--- src/rtl/alu_arb_pkg.sv ---
`default_nettype none
// ============================================================================
// Module      : alu_arb_pkg
// Description : Shared definitions for the ALU arbiter: opcode encodings and
//               the three-state scheduler FSM encoding.
// Revision    : 1.0 - initial release
// ============================================================================
package alu_arb_pkg;

    // 3-bit ALU opcodes
    localparam logic [2:0] OP_ADD = 3'b000;
    localparam logic [2:0] OP_SUB = 3'b001;
    localparam logic [2:0] OP_AND = 3'b010;
    localparam logic [2:0] OP_OR  = 3'b011;
    localparam logic [2:0] OP_XOR = 3'b100;
    localparam logic [2:0] OP_NOT = 3'b101;
    localparam logic [2:0] OP_LSL = 3'b110;
    localparam logic [2:0] OP_LSR = 3'b111;

    // Scheduler states
    typedef enum logic [1:0] {
        IDLE = 2'd0,
        EXEC = 2'd1,
        RESP = 2'd2
    } state_t;

endpackage : alu_arb_pkg
`default_nettype wire

--- src/rtl/alu4_core.sv ---
`default_nettype none
// ============================================================================
// Module      : alu4_core
// Description : Purely combinational 4-bit ALU.
//               Ports: i_a, i_b (operands), i_op (opcode),
//                      o_result (4-bit result), o_carry (carry / no-borrow).
// Revision    : 1.0 - initial release
// ============================================================================
module alu4_core
    import alu_arb_pkg::*;
(
    input  logic [3:0] i_a,
    input  logic [3:0] i_b,
    input  logic [2:0] i_op,
    output logic [3:0] o_result,
    output logic       o_carry
);

    always_comb begin
        o_result = 4'd0;
        o_carry  = 1'b0;
        case (i_op)
            OP_ADD: {o_carry, o_result} = {1'b0, i_a} + {1'b0, i_b};
            // Two's-complement subtract; carry out high means a >= b.
            OP_SUB: {o_carry, o_result} = {1'b0, i_a} + {1'b0, ~i_b} + 5'd1;
            OP_AND: o_result = i_a & i_b;
            OP_OR:  o_result = i_a | i_b;
            OP_XOR: o_result = i_a ^ i_b;
            OP_NOT: o_result = ~i_a;
            OP_LSL: o_result = i_a << i_b[1:0];
            OP_LSR: o_result = i_a >> i_b[1:0];
            default: begin
                o_result = 4'd0;
                o_carry  = 1'b0;
            end
        endcase
    end

endmodule : alu4_core
`default_nettype wire

--- src/rtl/alu_arbiter.sv ---
`default_nettype none
// ============================================================================
// Module      : alu_arbiter
// Description : Round-robin scheduler sharing one registered 4-bit ALU among
//               NREQ requesters. One op in flight at a time: grant (IDLE),
//               compute (EXEC), respond with backpressure (RESP).
//               Ports: clk, rst (async, active-high)
//                      req_valid/req_ready/req_a/req_b/req_op - request side
//                      rsp_valid/rsp_ready/rsp_id/rsp_result/rsp_carry
//                      stat_cnt - per-requester 8-bit saturating completion
//                                 counters, present only when the macro
//                                 ALU_ARB_STATS_EN is defined.
// Revision    : 1.0 - initial release
// ============================================================================
module alu_arbiter
    import alu_arb_pkg::*;
#(
    parameter int NREQ = 4,
    parameter int IDW  = $clog2(NREQ)
) (
    input  logic                clk,
    input  logic                rst,
    input  logic [NREQ-1:0]     req_valid,
    output logic [NREQ-1:0]     req_ready,
    input  logic [4*NREQ-1:0]   req_a,
    input  logic [4*NREQ-1:0]   req_b,
    input  logic [3*NREQ-1:0]   req_op,
    output logic                rsp_valid,
    input  logic                rsp_ready,
    output logic [IDW-1:0]      rsp_id,
    output logic [3:0]          rsp_result,
    output logic                rsp_carry
`ifdef ALU_ARB_STATS_EN
    ,
    output logic [8*NREQ-1:0]   stat_cnt
`endif
);

    localparam logic [IDW:0]   C_NREQ = (IDW+1)'(NREQ);
    localparam logic [IDW-1:0] C_LAST = IDW'(NREQ - 1);

    state_t          r_state;
    state_t          w_next;
    logic [IDW-1:0]  r_rr_ptr;
    logic [IDW-1:0]  r_id;
    logic [IDW-1:0]  r_rsp_id;
    logic [3:0]      r_a;
    logic [3:0]      r_b;
    logic [2:0]      r_op;
    logic [3:0]      r_result;
    logic            r_carry;
    logic            r_rsp_valid;

    logic [NREQ-1:0] w_rot;
    logic [IDW:0]    w_sum;
    logic            w_any;
    logic [IDW-1:0]  w_win_id;
    logic [3:0]      w_sel_a;
    logic [3:0]      w_sel_b;
    logic [2:0]      w_sel_op;
    logic [3:0]      w_alu_result;
    logic            w_alu_carry;
    logic            w_rsp_hs;
    logic [IDW-1:0]  w_ptr_next;

    // ------------------------------------------------------------------
    // Round-robin pick: rotate valids so rr_ptr sits at bit 0, take the
    // lowest set bit, then map the offset back to an absolute index.
    // ------------------------------------------------------------------
    always_comb begin
        w_rot    = NREQ'({req_valid, req_valid} >> r_rr_ptr);
        w_any    = 1'b0;
        w_win_id = '0;
        w_sum    = '0;
        for (int k = 0; k < NREQ; k++) begin
            if (!w_any && w_rot[k]) begin
                w_any = 1'b1;
                w_sum = {1'b0, r_rr_ptr} + (IDW+1)'(k);
                if (w_sum >= C_NREQ) begin
                    w_sum = w_sum - C_NREQ;
                end
                w_win_id = w_sum[IDW-1:0];
            end
        end
    end

    // Operand mux for the winning requester
    always_comb begin
        w_sel_a  = 4'd0;
        w_sel_b  = 4'd0;
        w_sel_op = 3'd0;
        for (int i = 0; i < NREQ; i++) begin
            if (w_win_id == IDW'(i)) begin
                w_sel_a  = req_a[4*i +: 4];
                w_sel_b  = req_b[4*i +: 4];
                w_sel_op = req_op[3*i +: 3];
            end
        end
    end

    assign w_rsp_hs   = (r_state == RESP) && rsp_ready;
    assign w_ptr_next = (r_rsp_id == C_LAST) ? '0 : r_rsp_id + IDW'(1);

    // ------------------------------------------------------------------
    // FSM
    // ------------------------------------------------------------------
    always_ff @(posedge clk or posedge rst) begin
        if (rst) begin
            r_state <= IDLE;
        end else begin
            r_state <= w_next;
        end
    end

    always_comb begin
        w_next    = r_state;
        req_ready = '0;
        case (r_state)
            IDLE: begin
                if (w_any) begin
                    req_ready[w_win_id] = 1'b1;
                    w_next              = EXEC;
                end
            end
            EXEC: w_next = RESP;
            RESP: begin
                if (rsp_ready) begin
                    w_next = IDLE;
                end
            end
            default: w_next = IDLE;
        endcase
    end

    // ------------------------------------------------------------------
    // Shared ALU, fed only from the captured operands
    // ------------------------------------------------------------------
    alu4_core u_alu (
        .i_a      (r_a),
        .i_b      (r_b),
        .i_op     (r_op),
        .o_result (w_alu_result),
        .o_carry  (w_alu_carry)
    );

    // ------------------------------------------------------------------
    // Datapath registers
    // ------------------------------------------------------------------
    always_ff @(posedge clk or posedge rst) begin
        if (rst) begin
            r_rr_ptr    <= '0;
            r_id        <= '0;
            r_a         <= 4'd0;
            r_b         <= 4'd0;
            r_op        <= 3'd0;
            r_result    <= 4'd0;
            r_carry     <= 1'b0;
            r_rsp_id    <= '0;
            r_rsp_valid <= 1'b0;
        end else begin
            case (r_state)
                IDLE: begin
                    if (w_any) begin
                        r_a  <= w_sel_a;
                        r_b  <= w_sel_b;
                        r_op <= w_sel_op;
                        r_id <= w_win_id;
                    end
                end
                EXEC: begin
                    r_result    <= w_alu_result;
                    r_carry     <= w_alu_carry;
                    r_rsp_id    <= r_id;
                    r_rsp_valid <= 1'b1;
                end
                RESP: begin
                    // Pointer only moves on handshake so a stalled response
                    // does not disturb fairness.
                    if (rsp_ready) begin
                        r_rsp_valid <= 1'b0;
                        r_rr_ptr    <= w_ptr_next;
                    end
                end
                default: r_rsp_valid <= 1'b0;
            endcase
        end
    end

    assign rsp_valid  = r_rsp_valid;
    assign rsp_id     = r_rsp_id;
    assign rsp_result = r_result;
    assign rsp_carry  = r_carry;

`ifdef ALU_ARB_STATS_EN
    // Per-requester completion counters, saturating at 255
    for (genvar g = 0; g < NREQ; g++) begin : g_stat
        logic [7:0] r_cnt;
        always_ff @(posedge clk or posedge rst) begin
            if (rst) begin
                r_cnt <= 8'd0;
            end else if (w_rsp_hs && (r_rsp_id == IDW'(g)) && (r_cnt != 8'hFF)) begin
                r_cnt <= r_cnt + 8'd1;
            end
        end
        assign stat_cnt[8*g +: 8] = r_cnt;
    end
`else
    logic w_unused_hs;
    assign w_unused_hs = w_rsp_hs;
`endif

endmodule : alu_arbiter
`default_nettype wire

--- config.mk ---
export PLATFORM = sky130hd
export DESIGN_NAME = alu_arbiter
export DESIGN_NICKNAME = d
export VERILOG_FILES = /design/src/rtl/alu_arb_pkg.sv /design/src/rtl/alu4_core.sv /design/src/rtl/alu_arbiter.sv
export SDC_FILE = /design/constraint.sdc
export NUM_CORES = 1
export LEC_CHECK = 0
export ABC_AREA = 1
export CORE_ASPECT_RATIO = 1.1
export CORE_UTILIZATION = 44
export DETAILED_ROUTE_END_ITERATION = 8
export PLACE_DENSITY_LB_ADDON = 0.08
export SLEW_MARGIN = 20
export SYNTH_ARGS = -nofsm -noshare
export SYNTH_HDL_FRONTEND = slang
export SYNTH_SLANG_ARGS = --single-unit
--- constraint.sdc ---
create_clock -name clk -period 1.95 [get_ports clk]
set_input_delay 0.195 -clock clk [delete_from_list [all_inputs] [get_ports clk]]
set_output_delay 0.195 -clock clk [all_outputs]
set_load 0.01 [all_outputs]
==> results.md <==
* run status: finished, violations left
* failing checks: DRC, setup timing
* cell type with the highest occurrence count on the critical path: nand2_1
* Worst Skew: 0.0119 ns
* storage element area: 628 µm²
* total routed wirelength: 6940 µm
* Worst Path Arrival: 1.92 ns
* mapped cell area: 2270 µm²
* number of buffer cells added on primary ports: 62
* average instance area after synthesis: 6.60 µm²
* Total GRT Usage: 0.240
* Crit. End Element: primary output
* register-to-register setup slack: -0.17 ns
* synthesized flop and latch total: 25
* wire length on met2: 3420 µm
* share of the synthesized netlist area taken by xor and xnor gates: 0.0116
* critical register-to-register path endpoint: r_op[1]
* Layout Area Growth over Synthesis: 58.2%
* residual overflow from global routing: 0
* pin slew with the least headroom to its limit: 0.344 ns
* Crit path largest cell delay: 0.47 ns
* count of H-tree levels built during CTS: 1
* total of endpoints with negative setup slack in the final report: 15
* share of the synthesized area in compound gates (AO/OA/AOI/OAI): 0.136
* most common cell after layout, fill and taps aside: nand2_1
* number of top-level pins: 63
* library cells used by synthesis: 37
* reported max-cap violation count: 0
* overall via count from detail_route: 2649
* share of total power in combinational logic: 0.813
* PD cells: 2020 nW/µm²
* total core area: 5000 µm²
* Horiz. Die Dim: 70.5 µm
* type of origin of the critical path: flop
* switching part of the total power: 0.505
* critical register-to-register path startpoint: r_rr_ptr[0]
* worst hold path type: in -> async
* post-synth net total: 411
* vias in the first global route: 2465
* Top Metal Used: met4
* combinational family with the most area after synthesis: simple AND/OR/NAND/NOR gates
* DRC violation count after routing: 2
* most instantiated flip-flop cell in the synthesis netlist: dfrtp_1
* adder and majority gate portion of the synthesized area: 0.0948
* met1 wire length: 2980 µm
* DP Wirelength: 4960 µm
* number of search-and-repair iterations in the first detailed-routing pass: 7
* Worst slew margin: 0.769
* synthesis warning total: 0
* maximum resistive drop on vdd: 1.65 mV
* Post-synth EDFFs: 0
* Initial DRC Count: 156
* critical path, cell by cell: buf_6, nand2_1, nand3_1, nand2_1, nand4_1, nand2_1, nand2_4, inv_4, nand2_2, nor2_1, buf_2
* final period demand of the worst path: 2.12 ns
* Clock Latency Late Sink: 0.27 ns
* post-route cell area: 3590 µm²
* cells after synthesis: 344
* critical path's slowest cell: dfrtp_2
* fraction of final layout cells with drive strength greater than 1: 0.267
* f_max: 472 MHz
* initial core utilization: 0.454
* overall power after layout: 7250 µW
* Die H: 77.3 µm
* setup repair after global routing missed its margin: yes
* power share of the clock group: 0.043
* most used cells in the layout excluding fill and tap cells: nand2_1, clkdlybuf4s50_1, inv_1
* critical path data required time: 1.75 ns
* area share of and/or/nand/nor cells after synthesis: 0.365
* count of standard-cell rows: 27
* buffer and inverter count on the worst path: 3
* standard cell area after detailed placement: 3190 µm²
* die footprint: 5450 µm²
* final critical-path setup slack: -0.168 ns
* net count reported at finish: 513
* final hold violation count: 0
* final antenna-violating net count: 0
* average routed wire per standard cell: 13.8 µm
* antenna diode count: 0
* count of clock tree sinks: 25
* cell at the root of the clock tree: clkbuf_8
* area of the multi-input gates: 1620 µm²
* FFs w/ async S/R, synth: 1.00
* clock tree from TritonCTS: yes
* clock buffers created by TritonCTS: 3
* part of the cycle the worst path needs: 1.09
* portion of netlist area occupied by mux cells: 0
* Seq/Total Area, Yosys: 0.276
* RePlAce Congestion: 0.905
* amount of wire on met3 after detailed routing: 337 µm
* via density per instance: 5.27
* classification of the worst setup path: reg -> out
* clock-pin slew on the worst setup and hold paths: 0.09 ns
* part of the total power dissipated in sequential elements: 0.144
* initial antenna violation count: 0
* depth of the worst register-to-register path: 14
* crit-path max FO: 5
* count of pins over their slew limit: 0
* Leakage Power: 0.00173 µW
* largest net degree at the start of global routing: 26
* cell type group with the largest total delay on the critical path: simple AND/OR/NAND/NOR gates
* net switching power: 3660 µW
* count of filler cells inserted in the layout: 403
* first-pass GRT wire length: 10600 µm
* Max clock buf depth: 2
* internal power contribution: 3590 µW
[through the flow]
step           hold slack [ns]  setup TNS, ns  setup WS, ns  instances  utilization
2_1_floorplan            0.222              0        0.0885        344            -
3_3_place_gp             0.467          -4.55        -0.398        489        0.638
3_5_place_dp             0.472          -5.14        -0.427        489        0.638
4_1_cts                  0.270         -0.638       -0.0801        497        0.661
5_1_grt                  0.284          -3.86        -0.286        503        0.718
6_report                 0.258          -1.99        -0.168        503        0.718
[final cells by class]
type | instances | area share
Clock inverter | 1 | 0.00209
Multi-Input combinational cell | 257 | 0.452
Tap cell | 58 | 0.0202
Sequential cell | 25 | 0.175
Clock buffer | 3 | 0.0115
Inverter | 52 | 0.0564
Timing Repair Buffer | 107 | 0.283
[power groups by stage]
stage	combinational (µW)	sequential (µW)	clock [µW]
final	5900	1040	311
after global routing	6480	1070	341
after CTS	5000	1020	323
after detailed placement	4730	1020	0
after global placement	4680	1010	0
after floorplan	2980	1020	0
[per-layer routing]
layer | GRT usage | vias to the layer above
met2 | 0.420 | 104
met3 | 0.0263 | 20
li1 | - | 1332
met1 | 0.297 | 1193
met5 | 0 | -
met4 | 0.0959 | 0
[cell usage after synthesis, types with 3 or more instances]
library cell,instances,area [µm²]
nor2_1,24,90.1
clkbuf_1,3,11.3
o21ai_0,17,85.1
o21ai_1,10,50.1
nand2_1,89,334
inv_1,45,169
a21oi_1,10,50.1
ha_1,14,175
dfrtp_1,25,626
nor2_2,3,18.8
nor3_1,6,30.0
nand3_1,35,175
o22ai_1,4,25.0
buf_2,5,25.0
a31oi_1,3,18.8
nand2_2,5,31.3
nand4_1,15,93.8
inv_2,4,15.0
[cell families (layout without fill, tap and decap cells)]
family,count (synthesis),count (layout)
xor gates and xnor gates,3,3
and+or+nand+nor,183,184
buffers and inverters,63,163
adders and majority gates,16,16
AOI/OAI and AO/OA,54,54
DFF,25,25
[repair_timing]
item	4_1_cts	5_1_grt
endpoints found under the setup margin	16	18
pin swaps	7	45
hold buffers	0	0
cloned	1	1
buffers inserted	3	5
hold endpoints to repair	0	0
resized for setup	32	57
[state kept, by name (all words and copies together), names as in the netlist]
signal and cells:
rsp_valid 1, r_rr_ptr 2, r_state 2, r_op 3, rsp_id 2, r_b 4
r_a 4, rsp_result 4, rsp_carry 1, r_id 2
[worst max-delay path by stage]
| stage | start | to | depth (start not counted) |
|---|---|---|---|
| after floorplan | r_b[1] | rsp_result[2] | 8 |
| after global placement | req_valid[2] | req_ready[2] | 11 |
| after detailed placement | req_valid[1] | req_ready[2] | 12 |
| after CTS | r_rr_ptr[0] | req_ready[2] | 13 |
| after global routing | r_rr_ptr[0] | r_op[1] | 14 |
| final | r_rr_ptr[0] | req_ready[1] | 11 |
[worst min-delay path, delay by kind of cell]
kind	cells	cell delay [ns]
buf+inv	3	0.74
(Power assumes the default switching activity.)
